--- src/rtl/mem_ctrl_if.sv ---
// mem_ctrl_if: fetch, load/store and byte-wide
// RAM port bundle around the memory controller.
interface mem_ctrl_if #(
  parameter int ADDR_W = 32
);
  logic              if_req_i;
  logic [ADDR_W-1:0] if_addr_i;
  logic              if_done_o;
  logic [31:0]       if_data_o;
  logic              mem_r_req_i;
  logic              mem_w_req_i;
  logic [ADDR_W-1:0] mem_addr_i;
  logic [31:0]       mem_w_data_i;
  logic [3:0]        mem_buffer_pointer_i;
  logic              mem_done_o;
  logic [31:0]       mem_r_data_o;
  logic [7:0]        ram_din_i;
  logic [7:0]        ram_dout_o;
  logic [ADDR_W-1:0] ram_a_o;
  logic              ram_wr_o;

  modport slave (
    input  if_req_i, if_addr_i,
    input  mem_r_req_i, mem_w_req_i,
    input  mem_addr_i, mem_w_data_i,
    input  mem_buffer_pointer_i,
    input  ram_din_i,
    output if_done_o, if_data_o,
    output mem_done_o, mem_r_data_o,
    output ram_dout_o, ram_a_o, ram_wr_o
  );

  modport master (
    output if_req_i, if_addr_i,
    output mem_r_req_i, mem_w_req_i,
    output mem_addr_i, mem_w_data_i,
    output mem_buffer_pointer_i,
    output ram_din_i,
    input  if_done_o, if_data_o,
    input  mem_done_o, mem_r_data_o,
    input  ram_dout_o, ram_a_o, ram_wr_o
  );
endinterface

--- src/rtl/mem_ctrl.sv ---
// mem_ctrl: sequences fetch and load/store requests
// into per-byte RAM accesses, MEM ahead of IF.
module mem_ctrl #(
  parameter int ADDR_W = 32
) (
  input logic       clk,
  input logic       rst,
  mem_ctrl_if.slave bus
);

  typedef enum logic [1:0] {
    IDLE, READ, WRITE, DONE
  } state_t;

  state_t            state;
  logic              owner_mem;
  logic [ADDR_W-1:0] addr;
  logic [31:0]       wdata;
  logic [2:0]        n;
  logic [2:0]        cnt;
  logic [23:0]       asm_buf;

  logic [2:0]  nxt;
  logic [2:0]  req_n;
  logic [31:0] wsh;
  logic        abort;
  logic        grant;
  logic        unused_ptr;

  assign unused_ptr = ^bus.mem_buffer_pointer_i[3:2];

  // Next byte index, store width, abort detect.
  always_comb begin
    nxt   = cnt + 3'd1;
    req_n = 3'd4 -
      {1'b0, bus.mem_buffer_pointer_i[1:0]};
    wsh   = wdata >> {nxt[1:0], 3'b000};
    grant = bus.mem_w_req_i | bus.mem_r_req_i
          | bus.if_req_i;
    abort = (state == READ) && !owner_mem &&
      (!bus.if_req_i || bus.if_addr_i != addr);
  end

  // Controller FSM with registered outputs.
  always_ff @(posedge clk) begin
    if (rst) begin
      state            <= IDLE;
      owner_mem        <= 1'b0;
      addr             <= '0;
      wdata            <= '0;
      n                <= '0;
      cnt              <= '0;
      asm_buf          <= '0;
      bus.if_done_o    <= 1'b0;
      bus.mem_done_o   <= 1'b0;
      bus.if_data_o    <= '0;
      bus.mem_r_data_o <= '0;
      bus.ram_a_o      <= '0;
      bus.ram_dout_o   <= '0;
      bus.ram_wr_o     <= 1'b0;
    end else begin
      bus.if_done_o  <= 1'b0;
      bus.mem_done_o <= 1'b0;
      bus.ram_a_o    <= '0;
      bus.ram_dout_o <= '0;
      bus.ram_wr_o   <= 1'b0;
      unique case (state)
        IDLE: begin
          cnt <= '0;
          if (grant) begin
            wdata <= bus.mem_w_data_i;
            n     <= req_n;
          end
          if (bus.mem_w_req_i) begin
            state          <= WRITE;
            owner_mem      <= 1'b1;
            addr           <= bus.mem_addr_i;
            bus.ram_a_o    <= bus.mem_addr_i;
            bus.ram_dout_o <= bus.mem_w_data_i[7:0];
            bus.ram_wr_o   <= 1'b1;
          end else if (bus.mem_r_req_i) begin
            state       <= READ;
            owner_mem   <= 1'b1;
            addr        <= bus.mem_addr_i;
            bus.ram_a_o <= bus.mem_addr_i;
          end else if (bus.if_req_i) begin
            state       <= READ;
            owner_mem   <= 1'b0;
            addr        <= bus.if_addr_i;
            bus.ram_a_o <= bus.if_addr_i;
          end
        end
        READ: begin
          if (abort) begin
            state <= IDLE;
            cnt   <= '0;
          end else begin
            cnt <= nxt;
            case (cnt)
              3'd1: asm_buf[7:0]   <= bus.ram_din_i;
              3'd2: asm_buf[15:8]  <= bus.ram_din_i;
              3'd3: asm_buf[23:16] <= bus.ram_din_i;
              default: ;
            endcase
            if (cnt < 3'd3)
              bus.ram_a_o <= addr + ADDR_W'(nxt);
            if (cnt == 3'd4) begin
              state <= DONE;
              if (owner_mem) begin
                bus.mem_r_data_o <=
                  {bus.ram_din_i, asm_buf};
                bus.mem_done_o <= 1'b1;
              end else begin
                bus.if_data_o <=
                  {bus.ram_din_i, asm_buf};
                bus.if_done_o <= 1'b1;
              end
            end
          end
        end
        WRITE: begin
          cnt <= nxt;
          if (nxt < n) begin
            bus.ram_a_o    <= addr + ADDR_W'(nxt);
            bus.ram_dout_o <= wsh[7:0];
            bus.ram_wr_o   <= 1'b1;
          end else begin
            state          <= DONE;
            bus.mem_done_o <= 1'b1;
          end
        end
        DONE: begin
          state <= IDLE;
          cnt   <= '0;
        end
      endcase
    end
  end

endmodule

--- src/flat_wrapper.sv ---
// flat-port wrapper written by rule: the top's interface ports become plain ports
module mem_ctrl_flat 
#(
  parameter int ADDR_W = 32
)
  (clk, rst, bus_if_req_i, bus_if_addr_i, bus_mem_r_req_i, bus_mem_w_req_i, bus_mem_addr_i, bus_mem_w_data_i, bus_mem_buffer_pointer_i, bus_ram_din_i, bus_if_done_o, bus_if_data_o, bus_mem_done_o, bus_mem_r_data_o, bus_ram_dout_o, bus_ram_a_o, bus_ram_wr_o);
  mem_ctrl_if #(.ADDR_W(ADDR_W)) bus_i ();
  input logic clk;
  input logic rst;
  input wire logic [$bits(bus_i.if_req_i)-1:0] bus_if_req_i;
  input wire logic [$bits(bus_i.if_addr_i)-1:0] bus_if_addr_i;
  input wire logic [$bits(bus_i.mem_r_req_i)-1:0] bus_mem_r_req_i;
  input wire logic [$bits(bus_i.mem_w_req_i)-1:0] bus_mem_w_req_i;
  input wire logic [$bits(bus_i.mem_addr_i)-1:0] bus_mem_addr_i;
  input wire logic [$bits(bus_i.mem_w_data_i)-1:0] bus_mem_w_data_i;
  input wire logic [$bits(bus_i.mem_buffer_pointer_i)-1:0] bus_mem_buffer_pointer_i;
  input wire logic [$bits(bus_i.ram_din_i)-1:0] bus_ram_din_i;
  output wire logic [$bits(bus_i.if_done_o)-1:0] bus_if_done_o;
  output wire logic [$bits(bus_i.if_data_o)-1:0] bus_if_data_o;
  output wire logic [$bits(bus_i.mem_done_o)-1:0] bus_mem_done_o;
  output wire logic [$bits(bus_i.mem_r_data_o)-1:0] bus_mem_r_data_o;
  output wire logic [$bits(bus_i.ram_dout_o)-1:0] bus_ram_dout_o;
  output wire logic [$bits(bus_i.ram_a_o)-1:0] bus_ram_a_o;
  output wire logic [$bits(bus_i.ram_wr_o)-1:0] bus_ram_wr_o;
  assign bus_i.if_req_i = bus_if_req_i;
  assign bus_i.if_addr_i = bus_if_addr_i;
  assign bus_i.mem_r_req_i = bus_mem_r_req_i;
  assign bus_i.mem_w_req_i = bus_mem_w_req_i;
  assign bus_i.mem_addr_i = bus_mem_addr_i;
  assign bus_i.mem_w_data_i = bus_mem_w_data_i;
  assign bus_i.mem_buffer_pointer_i = bus_mem_buffer_pointer_i;
  assign bus_i.ram_din_i = bus_ram_din_i;
  assign bus_if_done_o = bus_i.if_done_o;
  assign bus_if_data_o = bus_i.if_data_o;
  assign bus_mem_done_o = bus_i.mem_done_o;
  assign bus_mem_r_data_o = bus_i.mem_r_data_o;
  assign bus_ram_dout_o = bus_i.ram_dout_o;
  assign bus_ram_a_o = bus_i.ram_a_o;
  assign bus_ram_wr_o = bus_i.ram_wr_o;
  mem_ctrl #(.ADDR_W(ADDR_W)) u_core (.clk(clk), .rst(rst), .bus(bus_i));
endmodule
--- config.mk ---
export PLATFORM = sky130hd
export DESIGN_NAME = mem_ctrl_flat
export DESIGN_NICKNAME = d
export VERILOG_FILES = /design/src/rtl/mem_ctrl_if.sv /design/src/rtl/mem_ctrl.sv /design/src/flat_wrapper.sv
export SDC_FILE = /design/constraint.sdc
export NUM_CORES = 1
export LEC_CHECK = 0
export BUFFER_PORTS_ARGS = -buffer_cell sky130_fd_sc_hd__buf_2
export CELL_PAD_IN_SITES_DETAIL_PLACEMENT = 0
export CELL_PAD_IN_SITES_GLOBAL_PLACEMENT = 1
export CORE_MARGIN = 5
export CORE_UTILIZATION = 40
export CTS_CLUSTER_DIAMETER = 30
export CTS_CLUSTER_SIZE = 24
export DETAILED_ROUTE_END_ITERATION = 6
export GPL_TIMING_DRIVEN = 1
export PLACE_DENSITY = 0.78
export SYNTH_ARGS = -nofsm -noshare
export SYNTH_HDL_FRONTEND = slang
export SYNTH_SLANG_ARGS = --single-unit
export TNS_END_PERCENT = 10
--- constraint.sdc ---
create_clock -name clk -period 3.8 [get_ports clk]
set_input_delay 0.19 -clock clk [delete_from_list [all_inputs] [get_ports clk]]
set_output_delay 0.19 -clock clk [all_outputs]
set_load 0.01 [all_outputs]
==> results.yml, run 1 <==
min_path:
  hold_depth: 5
  hp-start: "bus_mem_addr_i[13]"
  hold_path.class: "input pin to flop"
  min_to: "u_core.bus.ram_a_o[13]$_SDFF_PP0_"
worst_setup_path:
  r2r_cells: 9
  r2r_start: "u_core.cnt[1]$_SDFF_PP0_"
  critPathMaxFanout: 10
  r2r_end: "u_core.bus.ram_a_o[22]$_SDFF_PP0_"
  rrSetupSlack_ns: 0.81
  setup.worst_path.class: "flop to flop"
  crit_arrival_ns: 3.42
  worstPathRequired_ns: 4.23
  crit_path_start_kind: "flop"
  worst_setup_path_end_kind: "flop"
synth:
  synth_area_mm2: 0.00927
  netlist_instances: 1110
  yosysUniqueCellTypes: 50
  synth_edf_count: 0
  syn-num-nets: 1239
  ys_ff_latch: 204
  async_reset_ff_frac: 0
  ys_seq_area_frac: 0.440
  yosysWarnings: 0
  avgSynthCellArea_um2: 8.35
  synthFlopType: "dfxtp_1"
timing:
  worst_slew_pin_slew_ns: 1.04
  finalHoldViolations: 0
  holdWs_ns: 0.0303
  fin_skew_ns: 0.0156
  tns_ns: 0
  rsz0062_at_grt: "no"
  setup_viol_count_final: 0
  fmax_mhz: 335
  finalCriticalPeriod_ns: 2.99
  relSlewSlack: 0.304
  finalMaxSlewViolations: 0
  min_period_over_period: 0.787
final_layout:
  diodes: 0
  fin_util: 0.552
  drive_gt1_frac: 0.251
  nNetsFinal: 1472
  most-common-layout-cells: "nand2_1, buf_2, dfxtp_1"
  syn_to_final_growth_pct: 35.1
  final_common_cell: "nand2_1"
clock_tree:
  cts_tree: "done"
  cts_made_buffers: 45
  clk_pin_slew_worst_paths_ns: 0.04
  clkLatencyLatePin_ns: 0.52
  cts_sinks: 204
  root_buffer: "clkbuf_16"
  htreeDepth: 2
  clock_path_buffers: 3
  cts_setup_buffers: 0
global_routing:
  grt_max_degree: 131
  grt_pass1_vias: 8477
  gr-total-overflow: 0
  grt_pass1_wl_mm: 44.4
  track_usage: 0.206
  antenna_found_initial: 0
die:
  start_util: 0.408
  die-width_um: 162
  die_y_um: 162
  die_area_mm2: 0.0263
  rows: 55
  fp.coreArea_mm2: 0.0227
  io_pins: 220
drt:
  drt_iter0_markers: 530
  wl_mm: 28.1
  antenna_left: 0
  routedWlPerCell_um: 16.9
  drc: 0
  vias: 8620
  drt_pass1_iterations: 6
  vias_per_cell: 5.18
power:
  irDropWorstVdd_v: 0.000339
  p_leak_nw: 5.31
  pwr_density_cell_mw_per_mm2: 669
status:
  status: "completed"
place:
  place.gp.congestion: 0.830
  io_buffers: 217
  dp_hpwl_mm: 18.5
job:
  maxCapViolCount: 0
-- per-layer routing --
metal,vias to the layer above,track usage,share of wire
li1,4296,-,-
met1,4031,0.275,0.45
met2,254,0.345,0.48
met3,39,0.0383,0.057
met4,0,0.0557,0.016
met5,-,0,0
-- state kept, by name (all words and copies together), names as in the netlist --
name and cells:
u_core.bus.mem_done_o 1, u_core.bus.mem_r_data_o 32, u_core.cnt 3, u_core.n 3
u_core.wdata 32, u_core.bus.if_data_o 32, u_core.state 2, u_core.bus.if_done_o 1
u_core.bus.ram_dout_o 8, u_core.owner_mem 1, u_core.bus.ram_wr_o 1, u_core.bus.ram_a_o 32
u_core.addr 32, u_core.asm_buf 24
-- how the worst max path moves through the flow --
stage | from | to | cells after the start
CTS | u_core.cnt[0]$_SDFF_PP0_ | u_core.bus.ram_a_o[5]$_SDFF_PP0_ | 12
global placement | u_core.cnt[0]$_SDFF_PP0_ | u_core.bus.ram_a_o[5]$_SDFF_PP0_ | 12
floorplan | u_core.cnt[0]$_SDFF_PP0_ | u_core.bus.ram_a_o[22]$_SDFF_PP0_ | 11
finish | u_core.cnt[1]$_SDFF_PP0_ | u_core.bus.ram_a_o[22]$_SDFF_PP0_ | 9
detailed placement | u_core.cnt[0]$_SDFF_PP0_ | u_core.bus.ram_a_o[5]$_SDFF_PP0_ | 12
global route | u_core.cnt[0]$_SDFF_PP0_ | u_core.bus.ram_a_o[5]$_SDFF_PP0_ | 12
-- critical path: stages, from the launching register on --
cell     delay (ns)
dfxtp_1        0.37
ha_1           0.20
xor2_1         0.35
ha_1           0.27
a21oi_1        0.11
or4_1          0.77
nor4_1         0.43
xor2_1         0.18
nand2_1        0.07
o22ai_1        0.14
-- what timing repair did --
item / CTS / global route
hold endpoints to repair: 50 / 0
hold buffers: 40 / 0
gates resized for setup: 0 / 0
-- cell type report --
class                   instances  area, µm²
fillers                      2152      10200
multi-input cells             799       4750
clock inverters                27        395
flip-flops and latches        204       4080
inverters                      17       63.8
well taps                     285        357
repair buffers                276       1640
clock buffers                  55       1230
-- logic make-up after synthesis --
family / synth area share
XOR/XNOR: 0.0586
multiplexers: 0.0551
AO/OA/AOI/OAI: 0.163
adder cells (fa/ha/maj): 0.0224
AND/OR/NAND/NOR: 0.211
flip-flops: 0.440
buffers and inverters: 0.0494
-- where the power goes --
group          internal, mW  switching (mW)
clock network          2.85            1.24
registers              2.42           0.217
logic                 0.622            1.04
-- cell usage after synthesis, types with 2 or more instances --
library cell  number  share of area
nand3_1           32          0.017
buf_6              5         0.0061
a21oi_1          125          0.067
mux2i_1           33          0.036
a21boi_0           2         0.0016
inv_1             17         0.0069
dfxtp_1          204           0.44
nor3b_1            4         0.0032
mux4_2             8          0.019
o31ai_1           14          0.011
o211ai_1          48          0.039
nand4_1            8         0.0054
nor4_2             9          0.012
nand2b_1           2         0.0013
o21ai_0            2         0.0011
a21o_1            11         0.0089
buf_2             12         0.0065
clkbuf_1          70          0.028
nor4_1             4         0.0027
and3_1             4         0.0027
and4_1             6         0.0057
nand2_1          270           0.11
nor2_1            66          0.027
nor4_4             2         0.0046
xor2_1            49          0.046
or2_2              3         0.0020
and2_1             3         0.0020
a22oi_1           16          0.013
o22ai_1           19          0.013
or4_1              2         0.0016
buf_1              2        0.00081
o32a_1             2         0.0022
xnor2_1           13          0.012
nor3_1             9         0.0049
nor2b_1            3         0.0020
ha_1              15          0.020
nand4_2            2         0.0027
o21ai_1            2         0.0011
-- through the flow --
step | instance area [µm²] | total power [mW] | worst slack (ns) | instances
2_1_floorplan | 9270 | 3.75 | 0.927 | 1110
3_3_place_gp | 10500 | 4.28 | 0.848 | 1541
3_5_place_dp | 10500 | 4.30 | 0.787 | 1541
4_1_cts | 12500 | 8.46 | 0.769 | 1663
5_1_grt | 12500 | 8.78 | 0.560 | 1663
6_report | 12500 | 8.38 | 0.810 | 1663
Power figures use the tool's default switching activity.
==> run 2: changes to the inputs <==
==> constraint.sdc (replaced) <==
create_clock -name clk -period 2.85 [get_ports clk]
set_input_delay 0.1425 -clock clk [delete_from_list [all_inputs] [get_ports clk]]
set_output_delay 0.1425 -clock clk [all_outputs]
set_load 0.01 [all_outputs]
==> run 2 against run 1 <==
Effect of this change: clock-buffer cell count unchanged; worst setup slack worse by 0.64 ns; sequential power grew 33%; design area grew 1.7%; flip-flop and latch count is the same; power rose by 30%.
==> results.yml, run 2 (synthesis gave the netlist of run 1 again) <==
status:
  status: "completed"
drt:
  routedWlPerCell_um: 16.7
  wl_mm: 28.3
  vias_per_cell: 5.18
  drt_pass1_iterations: 5
  drt_iter0_markers: 425
  drc: 0
  antenna_left: 0
  vias: 8763
final_layout:
  syn_to_final_growth_pct: 37.4
  nNetsFinal: 1503
  most-common-layout-cells: "nand2_1, buf_2, dfxtp_1"
  final_common_cell: "nand2_1"
  layoutNonFillerInstCount: 1692
  fin_util: 0.561
  drive_gt1_frac: 0.248
  fillers: 2100
worst_setup_path:
  critPathMaxFanout: 10
  r2r_cells: 10
  crit_path_start_kind: "flop"
  worstSetupEndpoint: "u_core.bus.ram_a_o[22]$_SDFF_PP0_"
  setup.worst_path.class: "flop to flop"
  cp_slowest_cell: "or4_1"
  worstPathCellList: "inv_1, ha_1, fa_1, a21oi_1, or4_1, buf_4, nor4_1, xor2_1, nand2_1, o22ai_1"
  crit_buf_inv: 2
  slowest_delay_ns: 0.51
  rrSetupSlack_ns: 0.17
  crit_arrival_ns: 3.11
  r2r_end: "u_core.bus.ram_a_o[22]$_SDFF_PP0_"
  worstSetupStartpoint: "u_core.cnt[1]$_SDFF_PP0_"
  worstPathRequired_ns: 3.29
  r2r_start: "u_core.cnt[1]$_SDFF_PP0_"
  cp.depth: 10
  path_delay_family: "simple AND/OR/NAND/NOR gates"
  worst_setup_path_end_kind: "flop"
clock_tree:
  clkLatencyLatePin_ns: 0.53
  root_buffer: "clkbuf_16"
  cts_tree: "done"
  clk_pin_slew_worst_paths_ns: 0.05
  htreeDepth: 2
  clock_path_buffers: 3
  cts_made_buffers: 44
  cts_sinks: 204
  cts_setup_buffers: 0
power:
  pwr_density_cell_mw_per_mm2: 855
  irDropWorstVdd_v: 0.000453
  p_leak_nw: 5.41
die:
  rows: 55
  start_util: 0.408
  die_y_um: 162
  io_pins: 220
  fp.coreArea_mm2: 0.0227
  die-width_um: 162
  die_area_mm2: 0.0263
timing:
  fin_skew_ns: 0.0236
  finalHoldViolations: 0
  min_period_over_period: 0.939
  finalMaxSlewViolations: 0
  tns_ns: 0
  worst_slew_pin_slew_ns: 0.922
  setup_viol_count_final: 0
  relSlewSlack: 0.385
  rsz0062_at_grt: "yes"
  finalCriticalPeriod_ns: 2.68
  fmax_mhz: 374
global_routing:
  gr-total-overflow: 0
  grt_max_degree: 89
  grt_pass1_vias: 8829
  antenna_found_initial: 2
  track_usage: 0.211
  grt_pass1_wl_mm: 45.8
min_path:
  hold_path.class: "input pin to flop"
job:
  maxCapViolCount: 0
place:
  place.gp.congestion: 0.783
  io_buffers: 217
  dp_cells: 1550
  dp_hpwl_mm: 18.9
run 2: worst min-delay path by stage:
stage / from / to / slack (ns) / depth (start not counted)
detailed placement: bus_mem_w_data_i[16] / u_core.wdata[16]$_SDFFE_PP0P_ / 0.39 / 3
floorplan: bus_mem_buffer_pointer_i[0] / u_core.n[0]$_SDFFE_PP0P_ / 0.28 / 2
global placement: bus_mem_w_data_i[12] / u_core.wdata[12]$_SDFFE_PP0P_ / 0.39 / 3
global route: rst / u_core.bus.if_data_o[2]$_SDFFE_PP0P_ / 0.03 / 2
finish: bus_if_addr_i[10] / u_core.addr[10]$_SDFFE_PP0P_ / 0.01 / 4
CTS: bus_if_addr_i[4] / u_core.bus.ram_a_o[4]$_SDFF_PP0_ / 0.001 / 5
run 2: cell type report:
class / instances / area (µm²) / share of cell area
well taps: 285 / 357 / 0.0280
diodes: 1 / 2.50 / 0.000196
clock buffers: 55 / 1180 / 0.0928
flip-flops and latches: 204 / 4080 / 0.321
repair buffers: 308 / 1980 / 0.156
multi-input cells: 799 / 4760 / 0.374
inverters: 17 / 63.8 / 0.00501
clock inverters: 23 / 310 / 0.0244
run 2: where the power goes:
group	internal, mW	switching (mW)	leakage [nW]	total (mW)
clock network	3.41	1.63	0.729	5.05
logic	0.928	1.41	3.02	2.34
registers	3.22	0.283	1.66	3.50
run 2: through the flow:
stage | setup slack [ns] | power, mW | hold slack, ns | area [µm²]
after floorplan | 0.0804 | 5.00 | 0.278 | 9270
after global placement | 0.248 | 5.80 | 0.388 | 10600
after detailed placement | 0.178 | 5.82 | 0.391 | 10600
after CTS | 0.137 | 11.0 | 0.00109 | 12700
after global routing | -0.00546 | 11.4 | 0.0345 | 12700
final | 0.173 | 10.9 | 0.0111 | 12700
run 2: metal layers:
layer / vias to the layer above / share of wire / routed length, µm / global-route usage
li1: 4357 / - / - / -
met1: 4107 / 0.44 / 12500 / 0.276
met3: 37 / 0.062 / 1770 / 0.0482
met2: 260 / 0.48 / 13600 / 0.354
met4: 2 / 0.014 / 399 / 0.0542
met5: - / 0.00025 / 7 / 0
run 2: worst register-to-register path, stage by stage, from the launching register on:
cell	delay [ns]
dfxtp_1	0.38
inv_1	0.08
ha_1	0.34
fa_1	0.25
a21oi_1	0.10
or4_1	0.51
buf_4	0.20
nor4_1	0.33
xor2_1	0.18
nand2_1	0.07
o22ai_1	0.14
run 2: timing repair:
action | in CTS | in global routing
setup endpoints to repair | 0 | 7
hold endpoints to repair | 103 | 0
hold buffers | 63 | 0
resized for setup | 0 | 2
